[config.mk]
export PLATFORM = sky130hd
export DESIGN_NAME = dma_stream_packer
export DESIGN_NICKNAME = d
export VERILOG_FILES = /design/src/rtl/dma_pkg.sv /design/src/rtl/dma_sync_fifo.sv /design/src/rtl/dma_stream_packer.sv
export SDC_FILE = /design/constraint.sdc
export NUM_CORES = 1
export LEC_CHECK = 0
export CORE_ASPECT_RATIO = 2
export CORE_MARGIN = 2
export CORE_UTILIZATION = 54
export CTS_BUF_LIST = sky130_fd_sc_hd__clkbuf_4 sky130_fd_sc_hd__clkbuf_8 sky130_fd_sc_hd__clkbuf_16
export DETAILED_ROUTE_END_ITERATION = 12
export PLACE_DENSITY = 0.75
export SYNTH_ARGS = -nofsm -noshare
export SYNTH_HDL_FRONTEND = slang
export SYNTH_SLANG_ARGS = --single-unit
[constraint.sdc]
create_clock -name clk -period 5.1 [get_ports clk]
set_input_delay 1.53 -clock clk [delete_from_list [all_inputs] [get_ports clk]]
set_output_delay 1.53 -clock clk [all_outputs]
set_load 0.02 [all_outputs]
[src/rtl/dma_pkg.sv]
// ---------------------------------------------------------------------------
// dma_pkg
//   Shared types and helpers for the packet DMA stream packer.
//   - state_t    : engine state (IDLE, RUN, DRAIN, DONE)
//   - calc_ratio : number of input beats per output word (OUT_W / IN_W)
//   - sat_inc32  : 32-bit increment that sticks at all-ones
// ---------------------------------------------------------------------------
package dma_pkg;

  typedef enum logic [1:0] {
    IDLE  = 2'd0,
    RUN   = 2'd1,
    DRAIN = 2'd2,
    DONE  = 2'd3
  } state_t;

  // Beats per output word; also the width of the per-word keep mask.
  function automatic int calc_ratio(input int out_w, input int in_w);
    return out_w / in_w;
  endfunction

  // Status counters must not wrap back to zero on very long packets.
  function automatic logic [31:0] sat_inc32(input logic [31:0] v);
    return (v == 32'hFFFF_FFFF) ? v : v + 32'd1;
  endfunction

endpackage

[src/rtl/dma_sync_fifo.sv]
// ---------------------------------------------------------------------------
// dma_sync_fifo
//   Single-clock first-word-fall-through FIFO used as the packer's output
//   word buffer. The head entry is visible on data_o whenever empty_o is low
//   and stays put until it is popped.
//
// Ports
//   clk      in   clock
//   rst      in   async reset, active-high (pointers only)
//   clr_i    in   synchronous clear: empties the FIFO at the next edge,
//                 overriding any push/pop in the same cycle
//   push_i   in   write data_i (ignored when full unless a pop frees a slot)
//   data_i   in   WIDTH-bit write data
//   pop_i    in   drop the head entry (ignored when empty)
//   data_o   out  head entry (undefined content when empty)
//   full_o   out  DEPTH entries held
//   empty_o  out  no entries held
//
// DEPTH must be a power of two and at least 2.
// ---------------------------------------------------------------------------
module dma_sync_fifo #(
  parameter int WIDTH = 37,
  parameter int DEPTH = 16
) (
  input  logic             clk,
  input  logic             rst,
  input  logic             clr_i,
  input  logic             push_i,
  input  logic [WIDTH-1:0] data_i,
  input  logic             pop_i,
  output logic [WIDTH-1:0] data_o,
  output logic             full_o,
  output logic             empty_o
);

  localparam int AW = (DEPTH > 1) ? $clog2(DEPTH) : 1;

  logic [WIDTH-1:0] mem_q [DEPTH];
  // One extra pointer bit distinguishes full from empty when the
  // address bits are equal.
  logic [AW:0]      wr_ptr_q;
  logic [AW:0]      rd_ptr_q;
  logic             do_push;
  logic             do_pop;

  assign empty_o = (wr_ptr_q == rd_ptr_q);
  assign full_o  = (wr_ptr_q[AW] != rd_ptr_q[AW]) &&
                   (wr_ptr_q[AW-1:0] == rd_ptr_q[AW-1:0]);

  assign do_pop  = pop_i && !empty_o;
  // A push into a full FIFO is accepted when the head leaves in the same
  // cycle; the occupancy simply stays at DEPTH.
  assign do_push = push_i && (!full_o || do_pop);

  // Storage carries no reset: only the pointers define validity.
  always_ff @(posedge clk) begin
    if (do_push && !clr_i) begin
      mem_q[wr_ptr_q[AW-1:0]] <= data_i;
    end
  end

  always_ff @(posedge clk or posedge rst) begin
    if (rst) begin
      wr_ptr_q <= '0;
      rd_ptr_q <= '0;
    end else if (clr_i) begin
      wr_ptr_q <= '0;
      rd_ptr_q <= '0;
    end else begin
      if (do_push) wr_ptr_q <= wr_ptr_q + (AW+1)'(1);
      if (do_pop)  rd_ptr_q <= rd_ptr_q + (AW+1)'(1);
    end
  end

  assign data_o = mem_q[rd_ptr_q[AW-1:0]];

endmodule

[src/rtl/dma_stream_packer.sv]
// ---------------------------------------------------------------------------
// dma_stream_packer
//   Packet DMA: accepts IN_W-bit beats, packs them little-endian into
//   OUT_W-bit words (beat 0 in the low lane) and queues the words in an
//   output FIFO together with a lane keep mask and a packet-last flag.
//   A packet's trailing partial word is flushed with its unfilled lanes
//   zeroed.
//
// Ports
//   clk, rst        clock; async active-high reset
//   cfg_enable      engine enable; dropping it in RUN/DRAIN aborts the packet
//   cfg_start       start pulse, honoured only in IDLE
//   cfg_pkt_len     packet length in input beats, latched on accepted start
//   in_data/in_valid/in_ready     input beat stream
//   out_data/out_keep/out_last/out_valid/out_ready   output word stream
//   dma_busy        engine not in IDLE
//   dma_done        one-cycle pulse once the packet has fully drained
//   dma_error       sticky: zero-length start, abort or stall timeout;
//                   cleared by the next accepted start
//   dma_beats_in    beats accepted this packet (saturating)
//   dma_words_out   words handed downstream this packet (saturating)
//   dbg_state       current engine state (state_t encoding)
//
// Handshakes: a transfer happens on a rising edge where valid and ready are
// both high. A valid source holds its payload stable until that edge;
// ready may be asserted independently of valid.
//
// Build option: define DMA_PACK_TIMEOUT_EN to add a stall counter in RUN
// that aborts the packet after TIMEOUT_CYC consecutive cycles without
// in_valid. Without it, RUN waits for input indefinitely.
// ---------------------------------------------------------------------------
module dma_stream_packer
  import dma_pkg::*;
#(
  parameter int IN_W        = 8,
  parameter int OUT_W       = 32,
  parameter int FIFO_DEPTH  = 16,
  parameter int LEN_W       = 16,
  parameter int TIMEOUT_CYC = 1024,
  localparam int RATIO      = calc_ratio(OUT_W, IN_W)
) (
  input  logic             clk,
  input  logic             rst,
  input  logic             cfg_enable,
  input  logic             cfg_start,
  input  logic [LEN_W-1:0] cfg_pkt_len,
  input  logic [IN_W-1:0]  in_data,
  input  logic             in_valid,
  output logic             in_ready,
  output logic [OUT_W-1:0] out_data,
  output logic [RATIO-1:0] out_keep,
  output logic             out_last,
  output logic             out_valid,
  input  logic             out_ready,
  output logic             dma_busy,
  output logic             dma_done,
  output logic             dma_error,
  output logic [31:0]      dma_beats_in,
  output logic [31:0]      dma_words_out,
  output logic [1:0]       dbg_state
);

  localparam int LANE_W = (RATIO > 1) ? $clog2(RATIO) : 1;
  localparam int WORD_W = OUT_W + RATIO + 1;
  localparam logic [LANE_W-1:0] LAST_LANE = LANE_W'(RATIO - 1);

  // -------------------------------------------------------------------------
  // Registers
  // -------------------------------------------------------------------------
  state_t            state_q;
  logic [LEN_W-1:0]  rem_q;        // beats still to accept in this packet
  logic [LANE_W-1:0] lane_cnt_q;   // next lane to fill in the word under construction
  logic [OUT_W-1:0]  lanes_q;      // word under construction (unfilled lanes are 0)
  logic [RATIO-1:0]  keep_q;       // lanes filled so far
  logic [31:0]       beats_in_q;
  logic [31:0]       words_out_q;
  logic              error_q;

  // -------------------------------------------------------------------------
  // Combinational datapath
  // -------------------------------------------------------------------------
  logic              lane_full;
  logic              final_beat;
  logic              in_ready_w;
  logic              beat_fire;
  logic              abort;
  logic              timeout_hit;
  logic [OUT_W-1:0]  word_data_d;
  logic [RATIO-1:0]  word_keep_d;

  logic              fifo_push;
  logic              fifo_pop;
  logic              fifo_clr;
  logic              fifo_full;
  logic              fifo_empty;
  logic [WORD_W-1:0] fifo_wdata;
  logic [WORD_W-1:0] fifo_rdata;

  assign lane_full  = (lane_cnt_q == LAST_LANE);
  assign final_beat = (rem_q == LEN_W'(1));

  // A beat that completes a word pushes in the same cycle, so it can only be
  // taken when the FIFO has room. The final beat of a packet also pushes,
  // whatever lane it lands in, hence the same guard applies to it.
  assign in_ready_w = (state_q == RUN) && !((lane_full || final_beat) && fifo_full);
  assign beat_fire  = in_valid && in_ready_w;

  // Word as it looks with the current beat merged into lane lane_cnt_q.
  assign word_data_d = lanes_q | (OUT_W'(in_data) << (int'(lane_cnt_q) * IN_W));
  assign word_keep_d = keep_q | (RATIO'(1) << lane_cnt_q);

  assign fifo_push  = beat_fire && (lane_full || final_beat);
  assign fifo_wdata = {final_beat, word_keep_d, word_data_d};
  assign fifo_pop   = out_ready && !fifo_empty;

  assign abort    = ((state_q == RUN) || (state_q == DRAIN)) && (!cfg_enable || timeout_hit);
  // Abort discards everything queued: the FIFO empties at the same edge
  // that returns the engine to IDLE.
  assign fifo_clr = abort;

  // -------------------------------------------------------------------------
  // Optional stall timeout
  // -------------------------------------------------------------------------
`ifdef DMA_PACK_TIMEOUT_EN
  localparam int STALL_W = $clog2(TIMEOUT_CYC + 1);

  logic [STALL_W-1:0] stall_q;   // consecutive RUN cycles without in_valid

  // Fires in the cycle that would make the count reach TIMEOUT_CYC, so the
  // abort edge is exactly TIMEOUT_CYC idle cycles after the last beat.
  assign timeout_hit = (state_q == RUN) && !in_valid &&
                       (stall_q == STALL_W'(TIMEOUT_CYC - 1));

  always_ff @(posedge clk or posedge rst) begin
    if (rst) begin
      stall_q <= '0;
    end else if ((state_q != RUN) || beat_fire) begin
      stall_q <= '0;
    end else if (!in_valid) begin
      stall_q <= stall_q + STALL_W'(1);
    end
  end
`else
  assign timeout_hit = 1'b0;

  logic unused_timeout_cfg;
  assign unused_timeout_cfg = (TIMEOUT_CYC != 0);
`endif

  // -------------------------------------------------------------------------
  // Engine FSM, packer lanes and status counters
  // -------------------------------------------------------------------------
  always_ff @(posedge clk or posedge rst) begin
    if (rst) begin
      state_q     <= IDLE;
      rem_q       <= '0;
      lane_cnt_q  <= '0;
      lanes_q     <= '0;
      keep_q      <= '0;
      beats_in_q  <= '0;
      words_out_q <= '0;
      error_q     <= 1'b0;
    end else begin
      // Words leave the FIFO independently of the engine state; a start in
      // IDLE below overrides this with the counter clear.
      if (fifo_pop) begin
        words_out_q <= sat_inc32(words_out_q);
      end

      case (state_q)
        IDLE: begin
          if (cfg_start && cfg_enable) begin
            if (cfg_pkt_len != '0) begin
              state_q     <= RUN;
              rem_q       <= cfg_pkt_len;
              lane_cnt_q  <= '0;
              lanes_q     <= '0;
              keep_q      <= '0;
              beats_in_q  <= '0;
              words_out_q <= '0;
              error_q     <= 1'b0;
            end else begin
              error_q <= 1'b1;
            end
          end
        end

        RUN: begin
          if (abort) begin
            state_q    <= IDLE;
            error_q    <= 1'b1;
            lane_cnt_q <= '0;
            lanes_q    <= '0;
            keep_q     <= '0;
          end else if (beat_fire) begin
            beats_in_q <= sat_inc32(beats_in_q);
            rem_q      <= rem_q - LEN_W'(1);
            if (fifo_push) begin
              // Word handed to the FIFO: start the next one from clean lanes.
              lane_cnt_q <= '0;
              lanes_q    <= '0;
              keep_q     <= '0;
            end else begin
              lane_cnt_q <= lane_cnt_q + LANE_W'(1);
              lanes_q    <= word_data_d;
              keep_q     <= word_keep_d;
            end
            if (final_beat) begin
              state_q <= DRAIN;
            end
          end
        end

        DRAIN: begin
          if (abort) begin
            state_q <= IDLE;
            error_q <= 1'b1;
          end else if (fifo_empty) begin
            state_q <= DONE;
          end
        end

        DONE: begin
          state_q <= IDLE;
        end

        default: begin
          state_q <= IDLE;
        end
      endcase
    end
  end

  // -------------------------------------------------------------------------
  // Output word buffer
  // -------------------------------------------------------------------------
  dma_sync_fifo #(
    .WIDTH (WORD_W),
    .DEPTH (FIFO_DEPTH)
  ) u_fifo (
    .clk     (clk),
    .rst     (rst),
    .clr_i   (fifo_clr),
    .push_i  (fifo_push),
    .data_i  (fifo_wdata),
    .pop_i   (fifo_pop),
    .data_o  (fifo_rdata),
    .full_o  (fifo_full),
    .empty_o (fifo_empty)
  );

  // -------------------------------------------------------------------------
  // Outputs (all derived from registered state)
  // -------------------------------------------------------------------------
  assign in_ready      = in_ready_w;
  assign out_valid     = !fifo_empty;
  // Payload is forced to zero while nothing is queued so the output bus
  // never shows stale storage.
  assign out_data      = fifo_empty ? '0 : fifo_rdata[OUT_W-1:0];
  assign out_keep      = fifo_empty ? '0 : fifo_rdata[OUT_W +: RATIO];
  assign out_last      = !fifo_empty && fifo_rdata[WORD_W-1];
  assign dma_busy      = (state_q != IDLE);
  assign dma_done      = (state_q == DONE);
  assign dma_error     = error_q;
  assign dma_beats_in  = beats_in_q;
  assign dma_words_out = words_out_q;
  assign dbg_state     = state_q;

endmodule
* Yosys cells after proc, flatten, opt, wreduce, memory -nomap -nowiden
Memory sizes are Yosys's and may differ from the RTL's. Index checks and enable logic that the tools add are counted.
Operators by class: reduce and logical (&&, ||, !) cells 33, shift operators 2, multipliers 0, bitwise operators 2, muxes and demuxes 52, div/mod/pow operators 0, order comparisons 0, $add $sub $neg 6, equality and inequality tests 19
Operator list (count):
- 2-to-1 mux 32 bit | 14
- case mux 32 bit (2 select lines) | 2
- adder 32 x 1 -> 32 bit, second input constant | 2
- == test 32 bit, second input constant | 2
- 2-to-1 mux 16 bit | 4
- OR 32 bit | 1
- case mux 16 bit (2 select lines) | 1
- left shift 8 x 5 -> 32 bit | 1
- 2-to-1 mux 2 bit | 12
- 2-to-1 mux 4 bit | 6
- 2-to-1 mux 5 bit | 4
- == test 16 x 1 -> 1 bit, second input constant | 1
- nonzero test 16 bit | 1
- subtractor 16 x 1 -> 16 bit, second input constant | 1
- logical AND 1 bit | 12
- adder 5 x 1 -> 5 bit, second input constant | 2
- != test 2 bit, second input constant | 5
- AND reduction 5 bit | 2
- nonzero test 2 bit | 5
- != test 3 x 2 -> 1 bit, second input constant | 3
- case mux 2 bit (4 select lines) | 1
- case mux 4 bit (2 select lines) | 1
- == test 2 bit, second input constant | 3
- AND reduction 6 bit | 1
- other kinds (17) | 27
Word-level totals: bits in writable memories 592, bits of input ports 30, logic and storage cells 125, bits in latches 0, bits in read-only memories 0, register bits 131, memories 1
Memory list:
- u_fifo.mem_q | words 16, bits a word 37, rd ports 1, clocked after memory_dff 0, wr ports 1, RTL line dma_sync_fifo.sv:38 | logic [WIDTH-1:0] mem_q [DEPTH];

* Logic depth before layout (Yosys ltp)
depth in word-level cells 11, mapped depth 11, gate-level depth less buffers 9

* Cells and area by module
From an unflattened synthesis, not the netlist that was laid out.
Second synthesis, totals: cell total of the unflattened synthesis 1828, area, all modules 30096.4 µm²
Modules (own cells, without submodules):
- dma_sync_fifo | sequential area each 18027.3 µm², cells each 1033, area an instance 23229.8 µm², instances 1
- dma_stream_packer | sequential area each 3027.9 µm², cells each 795, area an instance 6866.6 µm², instances 1

* Least setup slack after synthesis
OpenSTA, ideal clock, no wires.
path type in2reg, from in in_valid, to mem u_fifo.mem_q[0][0] (enable), data required time 4.623 ns, cell stages on the path 5, data arrival time 4.768 ns, path buffers 0, slack -0.145 ns, path through o21ai_2 -> nor3b_2 -> and2_1 -> nand2_1 -> nor3_1
Between the ends: longest elaborated chain between the ends 6
RTL lines:
- start: declaration | RTL line dma_stream_packer.sv:48 | input logic in_valid,
- logical AND 1 bit | RTL line dma_stream_packer.sv:106 | assign beat_fire = in_valid && in_ready_w;
- logical AND 1 bit | RTL line dma_stream_packer.sv:112 | assign fifo_push = beat_fire && (lane_full || final_beat);
- logical AND 1 bit | RTL line dma_sync_fifo.sv:53 | assign do_push = push_i && (!full_o || do_pop);
- logical AND 1 bit | RTL line dma_sync_fifo.sv:57 | if (do_push && !clr_i) begin
- 2-to-1 mux 1 bit | RTL line dma_sync_fifo.sv:57
- 2-to-1 mux 1 bit (implied by the code) | RTL line dma_sync_fifo.sv:58 | mem_q[wr_ptr_q[AW-1:0]] <= data_i;
- end: declaration | RTL line dma_sync_fifo.sv:38
No other way between the ends.

* Final worst setup path
from reg u_fifo.rd_ptr_q[0], to out out_data[4]
Between the ends: longest elaborated chain between the ends 2
RTL lines:
- start: declaration | RTL line dma_sync_fifo.sv:42 | logic [AW:0] rd_ptr_q;
- start signal: assignment | RTL line dma_sync_fifo.sv:71 | if (do_pop) rd_ptr_q <= rd_ptr_q + (AW+1)'(1);
- memory read (16 x 37 bit) / == test 5 bit (equally long branches)
- 2-to-1 mux 32 bit * | RTL line dma_stream_packer.sv:259 | assign out_data = fifo_empty ? '0 : fifo_rdata[OUT_W-1:0];
- end: declaration | RTL line dma_stream_packer.sv:50 | output logic [OUT_W-1:0] out_data,
Every way passes the cells marked *; elsewhere a longest branch is shown, timed or not.

==> flow_summary.yaml <==
finish:
  antenna_cells: 0
  area_growth_syn_to_layout_pct: 16.3
  num-nets-final: 1840
  fin_util: 0.633
  final_common_cell: "edfxtp_1"
  drive_gt1_frac: 0.211
  layout_common_cells: "592 x edfxtp_1, 185 x mux4_2, 137 x clkdlybuf4s50_1"
  num-fill-cells: 3641
worst_setup_path:
  setup.worst_path.start_class: "register"
  arrival_ps: 3410
  endpoint_kind: "primary output"
  required_ps: 3570
  criticalPathCategory: "register to primary output"
  path_max_fanout: 35
drt:
  ant_nets: 0
  vias: 15800
  drt_first_pass_iters: 7
  drt_iter0_drc: 1461
  via_per_inst: 6.28
  wl_um: 68100
  drc: 0
  wire_per_inst_um: 27.0
die:
  die_area_um2: 56700
  die_h_um: 335
  rows: 121
  io_pins: 138
  core_um2: 54400
  start_util: 0.544
  chipWidth_um: 169
logic_synthesis:
  synth_compound_area_frac: 0.0350
  synth_xor_xnor_area_share: 0.0204
  synth_edf_count: 592
  synthCells: 1632
  ys_warn_count: 0
  yosys.area_share.simple: 0.0672
  avgSynthCellArea_um2: 18.1
  synth-seq-cells: 723
  ys.flop_type: "edfxtp_1"
  async_flop_share: 0.181
  synth_nets: 1679
  synthesis.area_um2: 29600
  synth_top_family_by_area: "multiplexers"
  yosysSeqAreaShare: 0.712
  ys_types: 63
  synth_fa_ha_area_frac: 0.00720
  synthMuxAreaShare: 0.142
timing:
  timing.final.crit_share: 0.970
  relSlewSlack: 0.242
  drv_slew: 0
  finalHoldViolCount: 0
  fmax_ghz: 0.202
  fin_ws_ps: 155
  timing.hold.ws_ps: 504
  tightestPinTransition_ps: 1130
  finalSetupViolations: 0
  rsz0062_at_grt: "no"
  tns_ps: 0
  finalCriticalPeriod_ps: 4940
  skew_ps: 22.7
power:
  p_comb_frac: 0.296
  p_per_area_nw_per_um2: 507
  vdd_drop_max_mv: 0.315
  leakage_uw: 0.0116
  internal-power_uw: 12100
  clkPwrFrac: 0.276
  sequentialPowerShare: 0.429
  swShare: 0.306
  p_total_uw: 17400
  p_sw_uw: 5330
flow_run:
  drv_cap: 0
cts:
  cts-root-buf: "clkbuf_16"
  path_clk_slew_ps: 80
  hold_buffers: 0
  cts.htree.levels: 2
  clockBufferDepth: 3
  cts_made_buffers: 59
  numClockSinks: 723
  cts_resized: 0
  postCtsSetupBuffers: 0
  cts_tree: "built"
  clk_latency_ps: 630
grt:
  grt_pass1_wl_um: 103000
  grt_pass1_vias: 16700
  antenna_found_initial: 0
  grt_max_degree: 95
  grt.overflow.total: 0
  grt_usage: 0.244
placed_design:
  gp_congestion: 0.902
  dp_hpwl_um: 39400
  pre_cts_ws_ps: 752
  portBuffers: 137
status:
  status: "finished, final reports clean"
hold_path:
  hold_path.class: "register to register"
routing by layer:
layer	share of wire	up-vias	wire, um	GRT usage
li1	-	6805	-	-
met1	0.36	8217	24200	0.301
met2	0.55	692	37300	0.443
met3	0.068	104	4660	0.0362
met4	0.028	0	1920	0.0778
met5	0	-	0	0
critical path, cell delays in order (launching register included):
cell and delay (ps):
dfrtp_4 620, buf_12 310, mux4_2 570, mux4_2 500, nor2b_1 160, clkdlybuf4s50_1 570
power groups by stage:
stage | sequential [uW] | clock [uW] | combinational (uW)
3_5_place_dp | 7590 | 0 | 5140
2_1_floorplan | 7510 | 0 | 3430
5_1_grt | 7500 | 5070 | 5540
4_1_cts | 7460 | 4860 | 5180
3_3_place_gp | 7570 | 0 | 5020
6_report | 7470 | 4800 | 5150
final timing paths:
kind,from,to,slack [ps],cells past startpoint
min in group asynchronous,rst,dma_words_out[13],1440,2
max,u_fifo.rd_ptr_q[0],out_data[4],160,5
max in group asynchronous,rst,rem_q[5],2860,3
min reg2reg,keep_q[0],keep_q[0],500,2
max reg2reg,rem_q[8],u_fifo.mem_q[4][33],1470,8
min,keep_q[0],keep_q[0],500,2
through the flow:
stage | cell area, um2 | cells
after floorplan | 29600 | 1632
after global placement | 32300 | 2407
after detailed placement | 32300 | 2407
after CTS | 34400 | 2518
after global routing | 34400 | 2519
final | 34400 | 2519
synth_stat cells, types with 3 or more instances:
cell type  instances  area share
mux4_2           185        0.14
or2_2              4     0.00085
a22o_1            33      0.0098
nand4_1           27      0.0057
and3_1             6      0.0013
dfrtp_1          131        0.11
nand2_1           61      0.0077
nor4_1            12      0.0025
and4_1             7      0.0021
buf_4              4      0.0010
buf_2             23      0.0039
o21ai_0           20      0.0034
xnor2_1           43       0.013
xor2_1            26      0.0077
a21o_1            32      0.0081
edfxtp_1         592        0.60
and2_1             6      0.0013
o22ai_1            8      0.0017
buf_1              9      0.0011
a31oi_1            4     0.00085
clkbuf_1          44      0.0056
ha_1              17      0.0072
or3_1              9      0.0019
nand3_1           26      0.0044
nor4b_1            4      0.0012
nand3b_1           3     0.00076
nor2_1           116       0.015
nor2b_1           41      0.0087
nor3_1            29      0.0049
nor4_2             6      0.0025
inv_1             23      0.0029
a21oi_1           37      0.0063
nand2b_1           6      0.0013
flip-flops by register name (all words and copies together), names as in the netlist:
name and flops:
dbg_state 2, u_fifo.mem_q 592, rem_q 16, lane_cnt_q 2, u_fifo.wr_ptr_q 5, dma_beats_in 32
lanes_q 32, dma_error 1, u_fifo.rd_ptr_q 5, keep_q 4, dma_words_out 32
layout make-up:
| class | count | area (um2) | area share |
|---|---|---|---|
| Multi-Input combinational cell | 803 | 8210 | 0.239 |
| Clock inverter | 44 | 504 | 0.0147 |
| Clock buffer | 67 | 1560 | 0.0454 |
| Inverter | 23 | 91.3 | 0.00266 |
| Tap cell | 676 | 846 | 0.0246 |
| Timing Repair Buffer | 183 | 2100 | 0.0612 |
| Sequential cell | 723 | 21100 | 0.613 |
cells by family (layout without fill, tap and decap cells):
kind of cell    after synthesis  after routing
simple gates                376            376
mux                         189            189
compound gates              152            152
xor+xnor                     69             69
fa+ha+maj                    17             17
flops                       723            723
buf+inv                     106            317
Note: power is estimated with default switching activity, not from simulation.
